### src/rtl/decode_queue.sv
// decode_queue: fetch-side instruction FIFO feeding a one-register RV32I
// decode stage. Raw {pc, instr} pairs are queued. The FIFO head is decoded
// combinationally and captured into the output register whenever that
// register is empty or being consumed.
module decode_queue #(
  parameter int DEPTH = 4,
  parameter int CMD_W = 6
) (
  input  logic             clk_in,
  input  logic             rst_in,
  input  logic             rdy_in,
  input  logic             flush_in,
  input  logic             in_valid,
  input  logic [31:0]      in_pc,
  input  logic [31:0]      in_instr,
  output logic             in_ready,
  output logic             out_valid,
  input  logic             out_ready,
  output logic [31:0]      out_pc,
  output logic [CMD_W-1:0] out_cmd,
  output logic [4:0]       out_rs1,
  output logic [4:0]       out_rs2,
  output logic [4:0]       out_rd,
  output logic             out_rs1_en,
  output logic             out_rs2_en,
  output logic             out_rd_we,
  output logic [31:0]      out_imm,
  output logic             out_illegal
);

  localparam int AW = $clog2(DEPTH);
  localparam int CW = AW + 1;

  // Command codes; 0 is reserved for "no command / illegal".
  localparam logic [CMD_W-1:0]
    C_LUI  = CMD_W'(1),  C_AUIPC = CMD_W'(2),  C_JAL  = CMD_W'(3),  C_JALR = CMD_W'(4),
    C_BEQ  = CMD_W'(5),  C_BNE   = CMD_W'(6),  C_BLT  = CMD_W'(7),  C_BGE  = CMD_W'(8),
    C_BLTU = CMD_W'(9),  C_BGEU  = CMD_W'(10), C_LB   = CMD_W'(11), C_LH   = CMD_W'(12),
    C_LW   = CMD_W'(13), C_LBU   = CMD_W'(14), C_LHU  = CMD_W'(15), C_SB   = CMD_W'(16),
    C_SH   = CMD_W'(17), C_SW    = CMD_W'(18), C_ADDI = CMD_W'(19), C_SLTI = CMD_W'(20),
    C_SLTIU= CMD_W'(21), C_XORI  = CMD_W'(22), C_ORI  = CMD_W'(23), C_ANDI = CMD_W'(24),
    C_SLLI = CMD_W'(25), C_SRLI  = CMD_W'(26), C_SRAI = CMD_W'(27), C_ADD  = CMD_W'(28),
    C_SUB  = CMD_W'(29), C_SLL   = CMD_W'(30), C_SLT  = CMD_W'(31), C_SLTU = CMD_W'(32),
    C_XOR  = CMD_W'(33), C_SRL   = CMD_W'(34), C_SRA  = CMD_W'(35), C_OR   = CMD_W'(36),
    C_AND  = CMD_W'(37);

  localparam logic [6:0] OP_LUI = 7'b0110111, OP_AUIPC = 7'b0010111, OP_JAL  = 7'b1101111,
                         OP_JALR = 7'b1100111, OP_BR   = 7'b1100011, OP_LD  = 7'b0000011,
                         OP_ST  = 7'b0100011, OP_IMM   = 7'b0010011, OP_REG = 7'b0110011;

  logic [31:0]      r_pc_mem  [DEPTH];
  logic [31:0]      r_ins_mem [DEPTH];
  logic [AW-1:0]    r_wptr, r_rptr;
  logic [CW-1:0]    r_cnt;

  logic             r_out_valid, r_out_rs1_en, r_out_rs2_en, r_out_rd_we, r_out_illegal;
  logic [31:0]      r_out_pc, r_out_imm;
  logic [CMD_W-1:0] r_out_cmd;
  logic [4:0]       r_out_rs1, r_out_rs2, r_out_rd;

  logic             w_enq, w_deq;
  logic [31:0]      w_ins;
  logic [6:0]       w_op, w_f7;
  logic [2:0]       w_f3;
  logic [CMD_W-1:0] w_cmd;
  logic [4:0]       w_rs1, w_rs2, w_rd;
  logic             w_e1, w_e2, w_we;
  logic [31:0]      w_imm;

  // No same-cycle bypass: a full queue refuses even if the head is leaving.
  assign in_ready = (r_cnt < CW'(DEPTH));
  assign w_enq    = rdy_in & ~flush_in & in_valid & in_ready;
  assign w_deq    = rdy_in & ~flush_in & (r_cnt != '0) & (~r_out_valid | out_ready);

  // FIFO storage is not reset; pointers/count define what is valid.
  always_ff @(posedge clk_in) begin
    if (w_enq) begin
      r_pc_mem[r_wptr]  <= in_pc;
      r_ins_mem[r_wptr] <= in_instr;
    end
  end

  // Pointers and occupancy; flush clears, pointers wrap naturally (DEPTH is 2^n).
  always_ff @(posedge clk_in or negedge rst_in) begin
    if (!rst_in) begin
      r_wptr <= '0;
      r_rptr <= '0;
      r_cnt  <= '0;
    end else if (rdy_in) begin
      if (flush_in) begin
        r_wptr <= '0;
        r_rptr <= '0;
        r_cnt  <= '0;
      end else begin
        if (w_enq) r_wptr <= r_wptr + 1'b1;
        if (w_deq) r_rptr <= r_rptr + 1'b1;
        case ({w_enq, w_deq})
          2'b10:   r_cnt <= r_cnt + 1'b1;
          2'b01:   r_cnt <= r_cnt - 1'b1;
          default: r_cnt <= r_cnt;
        endcase
      end
    end
  end

  assign w_ins = r_ins_mem[r_rptr];
  assign w_op  = w_ins[6:0];
  assign w_f3  = w_ins[14:12];
  assign w_f7  = w_ins[31:25];

  // Decode the FIFO head: pick the command, then fill only the fields that
  // command uses so unused fields and all illegal encodings read as zero.
  always_comb begin
    w_cmd = '0;
    w_rs1 = '0; w_rs2 = '0; w_rd = '0;
    w_e1  = 1'b0; w_e2 = 1'b0; w_we = 1'b0;
    w_imm = '0;
    case (w_op)
      OP_LUI:   w_cmd = C_LUI;
      OP_AUIPC: w_cmd = C_AUIPC;
      OP_JAL:   w_cmd = C_JAL;
      OP_JALR:  if (w_f3 == 3'd0) w_cmd = C_JALR;
      OP_BR:
        case (w_f3)
          3'd0: w_cmd = C_BEQ;  3'd1: w_cmd = C_BNE;
          3'd4: w_cmd = C_BLT;  3'd5: w_cmd = C_BGE;
          3'd6: w_cmd = C_BLTU; 3'd7: w_cmd = C_BGEU;
          default: w_cmd = '0;
        endcase
      OP_LD:
        case (w_f3)
          3'd0: w_cmd = C_LB;  3'd1: w_cmd = C_LH; 3'd2: w_cmd = C_LW;
          3'd4: w_cmd = C_LBU; 3'd5: w_cmd = C_LHU;
          default: w_cmd = '0;
        endcase
      OP_ST:
        case (w_f3)
          3'd0: w_cmd = C_SB; 3'd1: w_cmd = C_SH; 3'd2: w_cmd = C_SW;
          default: w_cmd = '0;
        endcase
      OP_IMM:
        case (w_f3)
          3'd0: w_cmd = C_ADDI;  3'd2: w_cmd = C_SLTI; 3'd3: w_cmd = C_SLTIU;
          3'd4: w_cmd = C_XORI;  3'd6: w_cmd = C_ORI;  3'd7: w_cmd = C_ANDI;
          3'd1: if (w_f7 == 7'h00) w_cmd = C_SLLI;
          default: begin
            if      (w_f7 == 7'h00) w_cmd = C_SRLI;
            else if (w_f7 == 7'h20) w_cmd = C_SRAI;
          end
        endcase
      OP_REG: begin
        if (w_f7 == 7'h00)
          case (w_f3)
            3'd0: w_cmd = C_ADD; 3'd1: w_cmd = C_SLL;  3'd2: w_cmd = C_SLT;
            3'd3: w_cmd = C_SLTU; 3'd4: w_cmd = C_XOR; 3'd5: w_cmd = C_SRL;
            3'd6: w_cmd = C_OR;  default: w_cmd = C_AND;
          endcase
        else if (w_f7 == 7'h20) begin
          if      (w_f3 == 3'd0) w_cmd = C_SUB;
          else if (w_f3 == 3'd5) w_cmd = C_SRA;
        end
      end
      default: w_cmd = '0;
    endcase

    if (w_cmd != '0) begin
      case (w_op)
        OP_LUI, OP_AUIPC: begin
          w_rd = w_ins[11:7]; w_we = 1'b1;
          w_imm = {w_ins[31:12], 12'b0};
        end
        OP_JAL: begin
          w_rd = w_ins[11:7]; w_we = 1'b1;
          w_imm = {{11{w_ins[31]}}, w_ins[31], w_ins[19:12], w_ins[20], w_ins[30:21], 1'b0};
        end
        OP_JALR, OP_LD: begin
          w_rs1 = w_ins[19:15]; w_e1 = 1'b1; w_rd = w_ins[11:7]; w_we = 1'b1;
          w_imm = {{20{w_ins[31]}}, w_ins[31:20]};
        end
        OP_BR: begin
          w_rs1 = w_ins[19:15]; w_e1 = 1'b1; w_rs2 = w_ins[24:20]; w_e2 = 1'b1;
          w_imm = {{19{w_ins[31]}}, w_ins[31], w_ins[7], w_ins[30:25], w_ins[11:8], 1'b0};
        end
        OP_ST: begin
          w_rs1 = w_ins[19:15]; w_e1 = 1'b1; w_rs2 = w_ins[24:20]; w_e2 = 1'b1;
          w_imm = {{20{w_ins[31]}}, w_ins[31:25], w_ins[11:7]};
        end
        OP_IMM: begin
          w_rs1 = w_ins[19:15]; w_e1 = 1'b1; w_rd = w_ins[11:7]; w_we = 1'b1;
          // Shifts carry a 5-bit unsigned shamt, not a signed immediate.
          if (w_f3 == 3'd1 || w_f3 == 3'd5) w_imm = {27'b0, w_ins[24:20]};
          else                              w_imm = {{20{w_ins[31]}}, w_ins[31:20]};
        end
        default: begin
          w_rs1 = w_ins[19:15]; w_e1 = 1'b1; w_rs2 = w_ins[24:20]; w_e2 = 1'b1;
          w_rd  = w_ins[11:7];  w_we = 1'b1;
        end
      endcase
    end
  end

  // Output stage: load the decoded head when free or being consumed; hold under backpressure.
  always_ff @(posedge clk_in or negedge rst_in) begin
    if (!rst_in) begin
      r_out_valid   <= 1'b0;
      r_out_pc      <= '0;
      r_out_cmd     <= '0;
      r_out_rs1     <= '0;
      r_out_rs2     <= '0;
      r_out_rd      <= '0;
      r_out_rs1_en  <= 1'b0;
      r_out_rs2_en  <= 1'b0;
      r_out_rd_we   <= 1'b0;
      r_out_imm     <= '0;
      r_out_illegal <= 1'b0;
    end else if (rdy_in) begin
      if (flush_in) begin
        r_out_valid <= 1'b0;
      end else if (w_deq) begin
        r_out_valid   <= 1'b1;
        r_out_pc      <= r_pc_mem[r_rptr];
        r_out_cmd     <= w_cmd;
        r_out_rs1     <= w_rs1;
        r_out_rs2     <= w_rs2;
        r_out_rd      <= w_rd;
        r_out_rs1_en  <= w_e1;
        r_out_rs2_en  <= w_e2;
        r_out_rd_we   <= w_we;
        r_out_imm     <= w_imm;
        r_out_illegal <= (w_cmd == '0);
      end else if (out_ready) begin
        r_out_valid <= 1'b0;
      end
    end
  end

  assign out_valid   = r_out_valid;
  assign out_pc      = r_out_pc;
  assign out_cmd     = r_out_cmd;
  assign out_rs1     = r_out_rs1;
  assign out_rs2     = r_out_rs2;
  assign out_rd      = r_out_rd;
  assign out_rs1_en  = r_out_rs1_en;
  assign out_rs2_en  = r_out_rs2_en;
  assign out_rd_we   = r_out_rd_we;
  assign out_imm     = r_out_imm;
  assign out_illegal = r_out_illegal;

endmodule

### config.mk
export PLATFORM = sky130hd
export DESIGN_NAME = decode_queue
export DESIGN_NICKNAME = d
export VERILOG_FILES = /design/src/rtl/decode_queue.sv
export SDC_FILE = /design/constraint.sdc
export NUM_CORES = 1
export LEC_CHECK = 0
export ABC_AREA = 1
export BUFFER_PORTS_ARGS = -buffer_cell sky130_fd_sc_hd__buf_4
export CAP_MARGIN = 20
export CORE_MARGIN = 4
export CORE_UTILIZATION = 39
export CTS_CLUSTER_DIAMETER = 60
export DETAILED_ROUTE_END_ITERATION = 16
export HOLD_SLACK_MARGIN = 0.1
export RECOVER_POWER = 100
export SLEW_MARGIN = 20
export SYNTH_ARGS = -nofsm -noshare
export SYNTH_HDL_FRONTEND = slang
export SYNTH_SLANG_ARGS = --single-unit
### constraint.sdc
create_clock -name clk_in -period 10.34 [get_ports clk_in]
set_input_delay 1.551 -clock clk_in [delete_from_list [all_inputs] [get_ports clk_in]]
set_output_delay 1.551 -clock clk_in [all_outputs]
set_load 0.02 [all_outputs]
---- Yosys cells after proc, flatten, opt, wreduce, memory -nomap -nowiden ----
Memory sizes are Yosys's and may differ from the RTL's. A register that Yosys moved wholly into a read port is not among the register bits.
Index checks and enable logic that the tools add are counted.
Widths: inputs -> output; s select.
storage, ports and cells
  register bits ........................... 65
  RAM bits ................................ 256
  bits of input ports ..................... 70
  logic and storage cells ................. 108
  memories ................................ 2
memory list
  name       words  bits a word  read ports  clocked after memory_dff  write ports  line  RTL
  r_ins_mem  4      32           1           0                         1            52    logic [31:0] r_ins_mem [DEPTH];
  r_pc_mem   4      32           1           1                         1            51    logic [31:0] r_pc_mem [DEPTH];
operators by class
  add/subtract/negate cells ............... 4
  order comparisons ....................... 1
  equality and inequality tests ........... 19
  mux-type cells .......................... 40
  bitwise logic cells ..................... 8
  reduce and logical (&&, ||, !) cells .... 21
operators by type and width
  kind                count
  $pmux 32 s6         1
  $mux 32             2
  $pmux 6 s9          1
  $mux 5              9
  $pmux 6 s7          1
  $pmux 5 s7          1
  $eq 7x6->1 const B  4
  $mux 6              4
  $pmux 4 s6          1
  $eq 7x7->1 const B  3
  $pmux 4 s5          1
  $pmux 5 s3          1
  $eq 7x5->1 const B  2
  $eq 3x3->1 const B  4
  $mux 1              11
  $reduce_bool 3->1   3
  $mux 2              4
  $reduce_and 2->1    4
  $eq 7x2->1 const B  1
  $logic_not 7->1     1
  $eq 3x2->1 const B  2
  $logic_not 6->1     1
  $mux 3              2
  $pmux 3 s2          1
  19 further kinds    28

---- Depth between registers and ports, before layout ----
Gate-level depths: netlist of the first run.
An unclocked memory read counts as a cell.
  word-level depth ........................ 9
  depth in mapped cells ................... 21
  depth with buffers taken out ............ 17

---- Worst setup path before layout of the first run ----
OpenSTA, ideal clock, no wires.
  kind .................................... input-to-reg
  from .................................... input rdy_in
  to ...................................... memory r_ins_mem[0][0] (enable)
  arrival ................................. 4676 ps
  required time ........................... 9853 ps
  slack ................................... 5177 ps
  cell stages on the path ................. 4
  buffers on the path ..................... 0
  cell sequence ........................... inv_1 -> nor2_1 -> nand3_1 -> nor2_1
on the way
  cells in the longest elaborated chain, start to end .. 5
RTL lines
  element                       line  RTL
  start: declaration            11    input logic rdy_in,
  $and 1x1->1 (3 in series)     72    assign w_enq = rdy_in & ~flush_in & in_valid & in_ready;
  $mux 1                        77    if (w_enq) begin
  $mux 1 (implied by the code)  79    r_ins_mem[r_wptr] <= in_instr;
  end: declaration              52
No other way between the ends.

---- Worst setup path in the final report of the first run ----
  from .................................... input rdy_in
  to ...................................... register r_out_imm[26], in the netlist out_imm[26]
on the way
  cells in the longest elaborated chain, start to end .. 4
RTL lines
  element                                line  RTL
  $and 1x1->1 (3 in series)              73    assign w_deq = rdy_in & ~flush_in & (r_cnt != '0) & (~r_out_valid | out_ready);
  $reduce_and 3->1 (no source line) (*)  --
  end signal: assignment                 229   r_out_imm <= w_imm;
  end: declaration                       57    logic [31:0] r_out_pc, r_out_imm;
Every way passes the cells marked *; elsewhere a longest branch is shown, timed or not.
A chain may end at the register's enable or synchronous reset.

==> results of run 1 <==
## synth_stat cells
library cell  number  area [sq um]
nand2_2            7         43.79
o21ai_1            6         30.03
a21oi_1            9         45.04
nor2_8             2         40.04
mux2i_1            1         10.01
o21ai_0           50         250.2
nand2_1          265         994.7
nor3_4             1         16.27
buf_2              6         30.03
fa_1               1         20.02
o21ai_2            2         17.52
edfxtp_1         256          7687
nor2_2            16         100.1
inv_4              1         6.260
or2_2             17         106.4
buf_6             14         157.7
inv_1             77         289.0
nor3_1             1         5.000
clkbuf_1          34         127.6
nand3_1          115         575.6
buf_1              4         15.01
nand3_4            1         17.52
nor2_1           175         656.9
buf_4              2         15.01
a22oi_1           33         247.7
o22ai_1            8         50.05
ha_1               4         50.05
dfrtp_1           97          2427
inv_2              9         33.78
nand3_2            6         60.06
o221ai_1           5         43.79
o211ai_1           5         37.54
a22o_1             8         70.07
nand3b_1           1         7.510
nand2_4            3         33.78
nor2_4             3         33.78
a31oi_1           42         262.8
## path summary, 6_finish.rpt
kind / startpoint / endpoint
max: rdy_in / out_imm[26]
min: out_rs2_en / out_rs2_en
max reg2reg: out_valid / out_imm[26]
min reg2reg: out_rs2_en / out_rs2_en
max in group asynchronous: rst_in / r_rptr[0]
min in group asynchronous: rst_in / out_imm[29]
## logic make-up after synthesis
family,after synthesis,share of synthesized area (%)
flip-flops,353,69.21
buffers and inverters,147,4.614
AO/OA/AOI/OAI,168,7.217
AND/OR/NAND/NOR,613,18.41
multiplexers,1,0.06849
adder cells (fa/ha/maj),5,0.4794
## flip-flops by register name, indices dropped and copies added (netlist names), 3 cells and up
register	flops
out_rs1	5
r_cnt	3
r_pc_mem	128
out_rd	5
out_pc	32
out_imm	32
out_rs2	5
out_cmd	6
r_ins_mem	128
## stage by stage
step / util [%] / instance area, sq um / instances
6_report: 45.97 / 16910 / 1944
3_5_place_dp: 44.09 / 16220 / 1869
4_1_cts: 47.61 / 17510 / 1941
3_3_place_gp: 44.09 / 16220 / 1869
2_1_floorplan: - / 14620 / 1287
5_1_grt: 45.96 / 16910 / 1943
## final cells by class
| type | count | area (sq um) | share of cell area, % |
|---|---|---|---|
| diodes | 3 | 7.507 | 0.04440 |
| clock buffers | 53 | 1090 | 6.445 |
| clock inverters | 19 | 206.4 | 1.221 |
| inverters | 87 | 329.1 | 1.946 |
| multi-input cells | 787 | 3877 | 22.93 |
| flip-flops and latches | 353 | 10120 | 59.82 |
| well taps | 468 | 585.6 | 3.463 |
| repair buffers | 174 | 698.2 | 4.129 |
## worst max-delay path: cells and delay by family
kind | cells | cell delay [ps]
and+or+nand+nor | 4 | 630
buffers and inverters | 4 | 3800
AOI/OAI and AO/OA | 2 | 970
## per-layer routing
metal | up-vias | part of all wire, % | track usage, % | wire, um
met4 | 14 | 2.0 | 4.907 | 732
met1 | 4782 | 46 | 24.42 | 16790
met3 | 62 | 6.7 | 4.416 | 2436
met5 | - | 0.20 | 0 | 71
li1 | 4752 | - | - | -
met2 | 299 | 45 | 26.81 | 16320
## power by group through the flow
stage	Clock [mW]	Sequential [mW]	Combinational [mW]
final	1.37	1.77	1.25
after CTS	1.40	1.77	1.35
after global routing	1.45	1.79	1.39
after global placement	0	1.80	1.33
after detailed placement	0	1.80	1.35
after floorplan	0	1.89	0.790
==> impl_metrics.ini, run 1 <==
[routing]
viasPerCell = 5.097
drt_iter0_markers = 694
finalWirelength_um = 36350
drc_errors = 0
drtAntennaViolNets = 0
wl_per_cell_um = 18.70
vias = 9909
drt-pass1-iter-count = 4

[layout]
layout_common_cells = nand2_1, edfxtp_1, nor2_1, clkbuf_1, nand3_1
fillers = 3548
areaGrowthSynthToFinish_pct = 15.70
layout-drive-gt1-share_pct = 9.572
fin_nets = 1518
final_common_cell = nand2_1

[worst_hold_path]
hold_depth = 2
hold_path_class = flip-flop to flip-flop

[cts]
root_buffer = clkbuf_16
cts_max_path_buffers = 3
cts.sinks = 353
cts_buffers = 40
cts.reportedPaths.clkPinSlew_ps = 60
cts_tree = done
htree_levels = 2
cts_resized = 0
hold_buffers = 0
cts_setup_buffers = 0
clock_latency_ps = 550

[placed_design]
dpl.hpwl_um = 21450
post-place-ws_ps = 5878
gp_routability_congestion = 0.8415
io_buffers = 160

[grt]
grt_pass1_wl_um = 55810
grt_pass1_vias = 9599
gr-usage-all-layers_pct = 17.32
antenna_found_initial = 10
grt_max_degree = 95
overflow = 0

[timing]
layout_setup_ws_ps = 3841
grt_setup_unrepaired = false
maxSlewViolCount = 394
finalCritPeriodShare_pct = 62.85
min_period_ps = 6499
slew_headroom_pct = -197.4
setup_viol = 0
max_freq_mhz = 153.9
tns_ps = 0
whs_ps = 479.9
tightest_slew_ps = 4460
hold_viol = 0
worst_clock_skew_ps = 29.16

[power]
max-vdd-ir-drop_uv = 140.0
p_per_area_nw_per_um2 = 259.6
p_clk_share_pct = 31.2
combinationalPowerShare_pct = 28.4
p_switching_mw = 1.580
p_int_mw = 2.810
seqPwrFrac_pct = 40.4
power.total_mw = 4.390
p_leak_nw = 6.664
p_sw_share_pct = 35.99

[die]
dieArea_sq_um = 40640
core.rowCount = 70
ios = 161
core-area_sq_um = 36790
die_w_um = 201.6
start_util_pct = 39.73
die_h_um = 201.6

[critical_path]
arrival_ps = 6970
ff2ff_path_depth = 9
end_kind = flip-flop
crit_fanout = 94
slowest_delay_ps = 2980
cp_cell_sequence = clkbuf_1 > inv_1 > nor2_1 > nand2_1 > a31oi_4 > clkbuf_1 > o21ai_0 > inv_2 > nand3_1 > nand2_1
cp-start-kind = primary input
crit_slowest_cell = clkbuf_1
path_class = primary input to flip-flop
r2r_setup_slack_ps = 4840
worst_ep_required_time_ps = 10810

[synthesis]
synth.distinct_cells = 37
synth_nets = 1362
synth_cells = 1287
synth.avg_cell_area_sq_um = 11.36
syn_area_sq_um = 14620
synth_seq_area_share_pct = 69.21
ys_seq_elements = 353
ys_warn_count = 0

[job]
maxCapViolations = 6

[status]
violations = capacitance limit, slew limit
status = finished, violations left
Power figures use the tool's default switching activity.
==> run 2: changes to the inputs <==
==> constraint.sdc (replaced) <==
create_clock -name clk_in -period 5.43 [get_ports clk_in]
set_input_delay 0.8145 -clock clk_in [delete_from_list [all_inputs] [get_ports clk_in]]
set_output_delay 0.8145 -clock clk_in [all_outputs]
set_load 0.02 [all_outputs]
==> impl_metrics.ini, run 2 (same netlist as run 1, synthesis figures left out) <==
[status]
status = finished, violations left
violations = capacitance limit, slew limit

[critical_path]
worst_ep_required_time_ps = 5630
crit_fanout = 29
path_class = primary input to flip-flop
cp-start-kind = primary input
end_kind = flip-flop
arrival_ps = 4620

[cts]
cts_max_path_buffers = 3
cts_tree = done
cts_setup_buffers = 0
cts.sinks = 353
htree_levels = 2
cts.reportedPaths.clkPinSlew_ps = 60
cts_buffers = 38
cts_resized = 0
root_buffer = clkbuf_16
clock_latency_ps = 550
hold_buffers = 0

[timing]
max_freq_mhz = 226.5
finalCritPeriodShare_pct = 81.30
min_period_ps = 4414
grt_setup_unrepaired = false
tns_ps = 0
maxSlewViolCount = 293
slew_headroom_pct = -98.88
layout_setup_ws_ps = 1016
worst_clock_skew_ps = 28.23
tightest_slew_ps = 2972
setup_viol = 0
hold_viol = 0

[layout]
layout-drive-gt1-share_pct = 9.566
register_area_sq_um = 10120
top_regs = r_ins_mem: 128 flops, r_pc_mem: 128 flops
areaGrowthSynthToFinish_pct = 15.20
layout_common_cells = nand2_1, edfxtp_1, clkbuf_1
multi_input_area_sq_um = 3856
fin_nets = 1521
fillers = 3513
final_common_cell = nand2_1
final_util_pct = 45.77
instances_no_fill = 1945

[power]
power.total_mw = 8.230
p_leak_nw = 6.652
max-vdd-ir-drop_uv = 258.4
p_per_area_nw_per_um2 = 488.8

[routing]
drtAntennaViolNets = 0
vias = 9965
viasPerCell = 5.123
finalWirelength_um = 36430
drt_iter0_markers = 755
drc_errors = 0
drt-pass1-iter-count = 5
wl_per_cell_um = 18.73

[grt]
grt_max_degree = 65
gr-usage-all-layers_pct = 17.58
grt_pass1_wl_um = 56170
antenna_found_initial = 7
grt_pass1_vias = 9763
overflow = 0

[job]
maxCapViolations = 7

[die]
start_util_pct = 39.73
die_h_um = 201.6
ios = 161
die_w_um = 201.6
dieArea_sq_um = 40640
core-area_sq_um = 36790
core.rowCount = 70

[placed_design]
post-place-ws_ps = 1554
dpl.hpwl_um = 22850
gp_routability_congestion = 0.8060
placed_cells = 1874
io_buffers = 160

[worst_hold_path]
hold_path_class = flip-flop to flip-flop
## run 2: layout make-up
cell class,instances,share of cell area (%)
Inverter,87,1.954
Antenna cell,3,0.04459
Clock buffer,58,6.450
Timing Repair Buffer,179,4.317
Clock inverter,10,0.7728
Multi-Input combinational cell,787,22.90
Sequential cell,353,60.08
Tap cell,468,3.478
## run 2: path summary, 6_finish.rpt
check,from,end,slack [ps],cells past startpoint
min in group asynchronous,rst_in,out_imm[13],1050,1
worst min register to register,out_imm[9],out_imm[9],480,2
max in group asynchronous,rst_in,r_rptr[0],1500,2
worst max-delay path,rdy_in,r_ins_mem[1][11],1020,6
worst min-delay path,out_imm[9],out_imm[9],480,2
worst max register to register,r_rptr[0],out_illegal,1180,15
## run 2: critical path, stage by stage
cell and delay (ps):
clkbuf_1 190, inv_1 90, nor2_1 270, nand3_1 360, nor2_1 2280, buf_4 590
## run 2: where the power goes
group | internal, mW | total (mW) | switching [mW]
Sequential | 3.19 | 3.38 | 0.188
Clock | 1.48 | 2.51 | 1.03
Combinational | 0.611 | 2.33 | 1.72
## run 2: through the flow
step | hold slack [ps] | instance area, sq um
4_1_cts | 272.9 | 17470
3_3_place_gp | 466.8 | 16260
2_1_floorplan | 518.9 | 14620
5_1_grt | 504.1 | 16830
6_report | 477.2 | 16840
3_5_place_dp | 468.1 | 16260
## run 2: per-layer routing
layer	vias up	routed length, um	global-route usage [%]
met4	10	715	5.029
met5	-	74	0
met3	61	2541	5.431
met1	4860	16370	23.83
met2	267	16720	27.54
li1	4767	-	-
